--- config.mk ---
export PLATFORM = sky130hd
export DESIGN_NAME = fea_frame_feeder
export DESIGN_NICKNAME = d
export VERILOG_FILES = /design/src/rtl/fea_frame_feeder_pkg.sv /design/src/rtl/fea_frame_feeder_skid2.sv /design/src/rtl/fea_frame_feeder.sv
export SDC_FILE = /design/constraint.sdc
export NUM_CORES = 1
export LEC_CHECK = 0
export CAP_MARGIN = 0
export CORE_UTILIZATION = 50
export DETAILED_ROUTE_END_ITERATION = 10
export MAX_ROUTING_LAYER = met4
export PLACE_DENSITY = 0.81
export SKIP_CTS_REPAIR_TIMING = 1
export SYNTH_ARGS = -nofsm -noshare
export SYNTH_HDL_FRONTEND = slang
export SYNTH_SLANG_ARGS = --single-unit
--- constraint.sdc ---
create_clock -name clk -period 5.4 [get_ports clk]
set_clock_uncertainty 0.1 [all_clocks]
set_input_delay 1.08 -clock clk [delete_from_list [all_inputs] [get_ports clk]]
set_output_delay 1.08 -clock clk [all_outputs]
set_load 0.1 [all_outputs]
--- src/rtl/fea_frame_feeder_pkg.sv ---
// Shared types and helpers for the feature frame feeder.
// Holds the default frame geometry, the feeder FSM state type and the
// address-width helper used to size the BRAM address bus.
package fea_pkg;

    localparam int DEF_WIDTH = 8;
    localparam int DEF_ROW   = 240;
    localparam int DEF_COL   = 376;

    typedef enum logic [2:0] {
        S_IDLE,
        S_ARM,
        S_FEED,
        S_FLUSH,
        S_DRAIN,
        S_DONE
    } feeder_state_t;

    // Number of address bits needed to cover 'depth' words (at least 1).
    function automatic int addr_bits(input int depth);
        return (depth <= 1) ? 1 : $clog2(depth);
    endfunction

endpackage

--- src/rtl/fea_frame_feeder_skid2.sv ---
// Two-entry valid/ready skid FIFO: an output register plus one spare slot.
// out_valid comes straight from a flop, so it never depends on o_ready
// combinationally. The producer must only push when the occupancy it sees
// (plus anything in flight) leaves room; o_count exposes that occupancy.
module fea_skid2 #(
    parameter int DW = 8
) (
    input  logic          clk,
    input  logic          rst,
    input  logic          i_push,
    input  logic [DW-1:0] i_data,
    input  logic          i_ready,
    output logic          o_valid,
    output logic [DW-1:0] o_data,
    output logic [1:0]    o_count
);

    logic          r_v0;
    logic          r_v1;
    logic [DW-1:0] r_d0;
    logic [DW-1:0] r_d1;
    logic          w_pop;

    assign w_pop   = r_v0 && i_ready;
    assign o_valid = r_v0;
    assign o_data  = r_d0;
    // The spare slot is only ever occupied while the head is occupied.
    assign o_count = {r_v1, r_v0 & ~r_v1};

    // Head/spare update: a pop promotes the spare, a push fills the first free slot.
    always_ff @(posedge clk or posedge rst) begin
        if (rst) begin
            r_v0 <= 1'b0;
            r_v1 <= 1'b0;
            r_d0 <= '0;
            r_d1 <= '0;
        end else if (w_pop) begin
            if (r_v1) begin
                r_d0 <= r_d1;
                r_v1 <= i_push;
                if (i_push) begin
                    r_d1 <= i_data;
                end
            end else begin
                r_v0 <= i_push;
                if (i_push) begin
                    r_d0 <= i_data;
                end
            end
        end else if (!r_v0) begin
            r_v0 <= i_push;
            if (i_push) begin
                r_d0 <= i_data;
            end
        end else if (i_push) begin
            r_v1 <= 1'b1;
            r_d1 <= i_data;
        end
    end

endmodule

--- src/rtl/fea_frame_feeder.sv ---
// Raster-order pixel source for the feature line-buffer chain.
// Reads a ROW x COL frame from a 1-cycle-latency BRAM, streams it with
// valid/ready backpressure through a 2-entry skid FIFO, then appends
// FLUSH_ROWS padding rows so the tail of the frame drains through the
// buffer chain. buf_en (active-low clear) is high only while a frame runs.
// Build option FEA_FEEDER_REPLICATE_EN: padding rows re-read the last frame
// row from BRAM instead of emitting zeros; stream length and timing match.
module fea_frame_feeder
    import fea_pkg::*;
#(
    parameter int WIDTH      = DEF_WIDTH,
    parameter int ROW        = DEF_ROW,
    parameter int COL        = DEF_COL,
    parameter int FLUSH_ROWS = 10,
    parameter int ADDR_W     = addr_bits(ROW * COL)
) (
    input  logic              clk,
    input  logic              rst,
    input  logic              start,
    output logic              busy,
    output logic              done,
    output logic              mem_rd,
    output logic [ADDR_W-1:0] mem_addr,
    input  logic [WIDTH-1:0]  mem_data,
    input  logic              out_ready,
    output logic              out_valid,
    output logic [WIDTH-1:0]  dout,
    output logic              buf_en,
    output logic [8:0]        out_row,
    output logic [8:0]        out_col
);

    localparam int                SKID_W        = 18 + WIDTH;
    localparam logic [8:0]        LAST_COL      = 9'(COL - 1);
    localparam logic [8:0]        LAST_FEED_ROW = 9'(ROW - 1);
    localparam logic [8:0]        LAST_ROW      = 9'(ROW + FLUSH_ROWS - 1);
    localparam logic [ADDR_W-1:0] LAST_ROW_BASE = ADDR_W'((ROW - 1) * COL);
    localparam logic [ADDR_W-1:0] ADDR_ONE      = ADDR_W'(1);

    feeder_state_t r_state;
    feeder_state_t w_state_nx;

    logic [8:0]        r_row;
    logic [8:0]        r_col;
    logic [ADDR_W-1:0] r_addr;
    logic              r_pend;
    logic [8:0]        r_pend_row;
    logic [8:0]        r_pend_col;

    logic [1:0]        w_cnt;
    logic              w_pop;
    logic [2:0]        w_slots;
    logic              w_issue;
    logic              w_last_feed;
    logic              w_last_flush;
    logic              w_drain_empty;
    logic [WIDTH-1:0]  w_pix;
    logic [SKID_W-1:0] w_skid_in;
    logic [SKID_W-1:0] w_skid_out;

    // Credit: skid entries plus the in-flight pixel, with a same-cycle
    // transfer already counted as a freed slot.
    assign w_pop     = out_valid && out_ready;
    assign w_slots   = {1'b0, w_cnt} + {2'b00, r_pend} - {2'b00, w_pop};
    assign w_issue   = ((r_state == S_FEED) || (r_state == S_FLUSH)) && (w_slots < 3'd2);

    assign w_last_feed   = (r_row == LAST_FEED_ROW) && (r_col == LAST_COL);
    assign w_last_flush  = (r_row == LAST_ROW) && (r_col == LAST_COL);
    assign w_drain_empty = !r_pend && ((w_cnt == 2'd0) || ((w_cnt == 2'd1) && w_pop));

    assign mem_addr = r_addr;

`ifdef FEA_FEEDER_REPLICATE_EN
    // Padding rows are genuine reads of the last frame row.
    assign mem_rd = w_issue;
    assign w_pix  = mem_data;
`else
    logic r_pend_pad;

    // Padding pixels take the same one-cycle slot as a BRAM read so that
    // ordering and final-transfer timing match the replicate build.
    assign mem_rd = w_issue && (r_state == S_FEED);
    assign w_pix  = r_pend_pad ? '0 : mem_data;

    // Marks the in-flight slot as a zero padding pixel rather than BRAM data.
    always_ff @(posedge clk or posedge rst) begin
        if (rst) begin
            r_pend_pad <= 1'b0;
        end else begin
            r_pend_pad <= w_issue && (r_state == S_FLUSH);
        end
    end
`endif

    assign w_skid_in = {r_pend_row, r_pend_col, w_pix};
    assign {out_row, out_col, dout} = w_skid_out;

    fea_skid2 #(
        .DW (SKID_W)
    ) u_skid (
        .clk     (clk),
        .rst     (rst),
        .i_push  (r_pend),
        .i_data  (w_skid_in),
        .i_ready (out_ready),
        .o_valid (out_valid),
        .o_data  (w_skid_out),
        .o_count (w_cnt)
    );

    // State register.
    always_ff @(posedge clk or posedge rst) begin
        if (rst) begin
            r_state <= S_IDLE;
        end else begin
            r_state <= w_state_nx;
        end
    end

    // Next-state and status outputs; start is only honoured in IDLE.
    always_comb begin
        w_state_nx = r_state;
        busy       = 1'b0;
        done       = 1'b0;
        buf_en     = 1'b0;
        case (r_state)
            S_IDLE: begin
                if (start) begin
                    w_state_nx = S_ARM;
                end
            end
            S_ARM: begin
                busy       = 1'b1;
                buf_en     = 1'b1;
                w_state_nx = S_FEED;
            end
            S_FEED: begin
                busy   = 1'b1;
                buf_en = 1'b1;
                if (w_issue && w_last_feed) begin
                    w_state_nx = (FLUSH_ROWS > 0) ? S_FLUSH : S_DRAIN;
                end
            end
            S_FLUSH: begin
                busy   = 1'b1;
                buf_en = 1'b1;
                if (w_issue && w_last_flush) begin
                    w_state_nx = S_DRAIN;
                end
            end
            S_DRAIN: begin
                busy   = 1'b1;
                buf_en = 1'b1;
                if (w_drain_empty) begin
                    w_state_nx = S_DONE;
                end
            end
            S_DONE: begin
                done       = 1'b1;
                w_state_nx = S_IDLE;
            end
            default: begin
                w_state_nx = S_IDLE;
            end
        endcase
    end

    // Issue counters and in-flight slot; the address advances by one per
    // pixel and snaps back to the last frame row base for every padding row.
    always_ff @(posedge clk or posedge rst) begin
        if (rst) begin
            r_row      <= '0;
            r_col      <= '0;
            r_addr     <= '0;
            r_pend     <= 1'b0;
            r_pend_row <= '0;
            r_pend_col <= '0;
        end else begin
            r_pend <= w_issue;
            if (r_state == S_ARM) begin
                r_row  <= '0;
                r_col  <= '0;
                r_addr <= '0;
            end else if (w_issue) begin
                r_pend_row <= r_row;
                r_pend_col <= r_col;
                if (r_col == LAST_COL) begin
                    r_col <= '0;
                    r_row <= r_row + 9'd1;
                    if ((r_state == S_FLUSH) || w_last_feed) begin
                        r_addr <= LAST_ROW_BASE;
                    end else begin
                        r_addr <= r_addr + ADDR_ONE;
                    end
                end else begin
                    r_col  <= r_col + 9'd1;
                    r_addr <= r_addr + ADDR_ONE;
                end
            end
        end
    end

endmodule

==> impl_metrics.csv <==
group,metric,value,unit
timing,totalNegativeSetupSlack,0,ns
timing,final.min_clock_period,4.23,ns
global_routing,grt_pass1_wl,18.6,mm
timing,setup-violations-final,0,
clock_network,clkSinkCount,112,
detailed_routing,wirelength,10.6,mm
clock_network,htree_levels,3,
floorplanning,rows,36,
clock_network,tritoncts,"yes",
yosys,synth_top_area_share,54.1,%
yosys,yosys-top-cells-count,"112 x dfrtp_1, 92 x nand2_1, 56 x nor2_1, 33 x a21oi_1, 29 x o21ai_0",
global_routing,use_met2,35.0,%
placed_design,dp_hpwl,7.28,mm
detailed_routing,first_iter_violations,208,
setup_path,worstSetupPathType,"in2out",
layout,final_util,61.6,%
setup_path,crit_start,"out_ready",
worst_hold_path,hold_start,"u_skid.r_d1[7]",
detailed_routing,via_per_inst,5.71,
global_routing,grt_max_degree,83,
flow_run,drv_cap,0,
worst_hold_path,hold_end,"u_skid.r_d1[7]",
yosys,yosys_warnings,0,
yosys,postSynthAreaPerCell,9.78,µm²
setup_path,r2r-end,"mem_addr[14]",
global_routing,met3_usage,2.77,%
detailed_routing,drc,0,
floorplanning,core-area,9910,µm²
yosys,synth-main-ff-cell,"dfrtp_1",
placed_design,gp_congestion,0.861,
detailed_routing,detail_route.wl_per_cell,14.9,µm
timing,max_slew.worst_pin.slew,0.980,ns
floorplanning,io_pins,60,
status,status,"complete, no violations",
placed_design,numPortBuffers,59,
global_routing,use_met1,28.5,%
global_routing,gr-usage-all-layers,21.6,%
yosys,synth.distinct_cells,56,
setup_path,cp.required,4.22,ns
global_routing,grt_pass1_vias,3894,
global_routing,busiest_layer,"met2",
setup_path,worstPathArrival,3.05,ns
yosys,async_flop_share,100,%
yosys,ys_ff_latch,112,
detailed_routing,drt_pass1_iterations,5,
global_routing,grt_antenna_before_repair,0,
detailed_routing,drtAntennaViolNets,0,
layout,fin_nets,595,
worst_hold_path,min-delay-path-class,"reg2reg",
clock_network,clockRootBuffer,"clkbuf_8",
global_routing,gr-total-overflow,0,
worst_hold_path,whs_path_depth,2,
yosys,synth.net_count,547,
yosys,synth_cells,530,
setup_path,crit_fanout,4,
layout,drive_gt1_share,9.78,%
setup_path,rrSetupSlack,2.10,ns
floorplanning,initial_utilization,52.3,%
layout,diodes,0,
clock_network,clock_latency,0.37,ns
yosys,yosysSeqAreaShare,54.1,%
yosys,synth_area_leaders,"dfrtp_1 54%, nand2_1 6.7%, nor2_1 4.1%",
yosys,synth_edf_count,0,
setup_path,timing.rr.start,"r_pend",
clock_network,cts-buffers-inserted,9,
setup_path,reg2regPathDepth,9,
detailed_routing,vias,4090,
timing,max_slew_margin,34.4,%
clock_network,cts_buffer_depth,2,
floorplanning,die_area,10800,µm²
timing,final-hold-violation-count,0,
yosys,synth_largest_area_cell,"dfrtp_1",
clock_network,path_clk_slew,0.12,ns
layout,fin_area,6110,µm²
yosys,synth_most_common_cell,"dfrtp_1",
timing,finalCritPeriodShare,78.3,%
timing,fmax,0.236,GHz
placed_design,dpl_cell_area,5880,µm²
floorplanning,die_h,104,µm
floorplanning,dieWidth,104,µm
yosys,syn_area,5180,µm²
timing,rsz0062_at_grt,"false",
setup_path,startpoint_type,"input port",
layout,syn_to_final_growth,17.8,%
setup_path,crit_path_end_kind,"output port",
timing,slew_viol_final,0,
-- through the flow --
step	instances	hold slack, ns	setup slack (ns)
final	716	0.396	1.17
after global routing	716	0.417	1.03
after CTS	716	0.393	1.16
after detailed placement	700	0.367	1.16
after global placement	700	0.359	1.25
after floorplan	530	0.345	0.262
-- kinds of logic (layout without fill, tap and decap cells) --
logic type | after synthesis | after routing | share of synthesized area (%)
compound gates | 115 | 115 | 13.4
xor+xnor | 15 | 15 | 2.53
fa+ha+maj | 5 | 5 | 1.35
buf+inv | 38 | 91 | 3.14
flops | 112 | 112 | 54.1
mux | 20 | 20 | 4.30
simple gates | 225 | 225 | 21.2
-- per-layer routing --
metal / vias to the layer above / routed length [µm]
met3: 13 / 395
met5: - / 0
met4: 0 / 156
met2: 114 / 5080
li1: 1963 / -
met1: 2000 / 5010
-- layout by cell type (no fill, tap or decap), types with 3 or more instances in the layout --
master / count
or3_1: 3
ha_1: 4
xnor2_1: 11
nand2_1: 92
clkdlybuf4s50_1: 58
dfrtp_1: 112
inv_1: 6
nand3_1: 24
a21oi_1: 33
o21ai_1: 4
nand4_1: 9
mux2_2: 18
o21ai_0: 29
o211ai_1: 3
nor4_4: 3
and3_1: 5
clkbuf_8: 9
o21a_1: 3
nor2b_1: 3
nor2_1: 55
o22ai_1: 19
a211oi_1: 3
nand2b_1: 10
nor3_1: 4
and4_1: 3
buf_4: 8
xor2_1: 4
a21o_1: 3
-- worst max path at each step --
stage	to	slack, ns	cells after the start
floorplan	mem_rd	0.26	9
global placement	mem_rd	1.25	9
detailed placement	mem_rd	1.16	9
CTS	mem_rd	1.16	9
global route	mem_rd	1.03	9
finish	mem_rd	1.17	9
-- final cells by class --
class                   count  area, µm²
multi-input cells         380       2220
clock inverters             7        100
well taps                 133        166
clock buffers               9        124
flip-flops and latches    112       2800
fillers                   815       3800
repair buffers             67        661
inverters                   8       32.5
-- critical path, cell delays in order --
cell,delay [ns]
clkdlybuf4s50_1,0.46
inv_1,0.11
o211ai_1,0.11
a21o_1,0.20
fa_1,0.37
xnor2_1,0.24
nand3_2,0.14
nor2_2,0.15
buf_12,0.19
-- state kept, by name (all words and copies together) (netlist names) --
register        cells
mem_addr           17
r_col               9
r_pend              1
r_pend_col          9
r_pend_pad          1
r_pend_row          9
r_row               9
r_state             3
u_skid.o_data      26
u_skid.o_valid      1
u_skid.r_d1        26
u_skid.r_v1         1
Power is not shown: default switching activity piles up to over one toggle a cycle in this logic, so the estimate is an artifact.
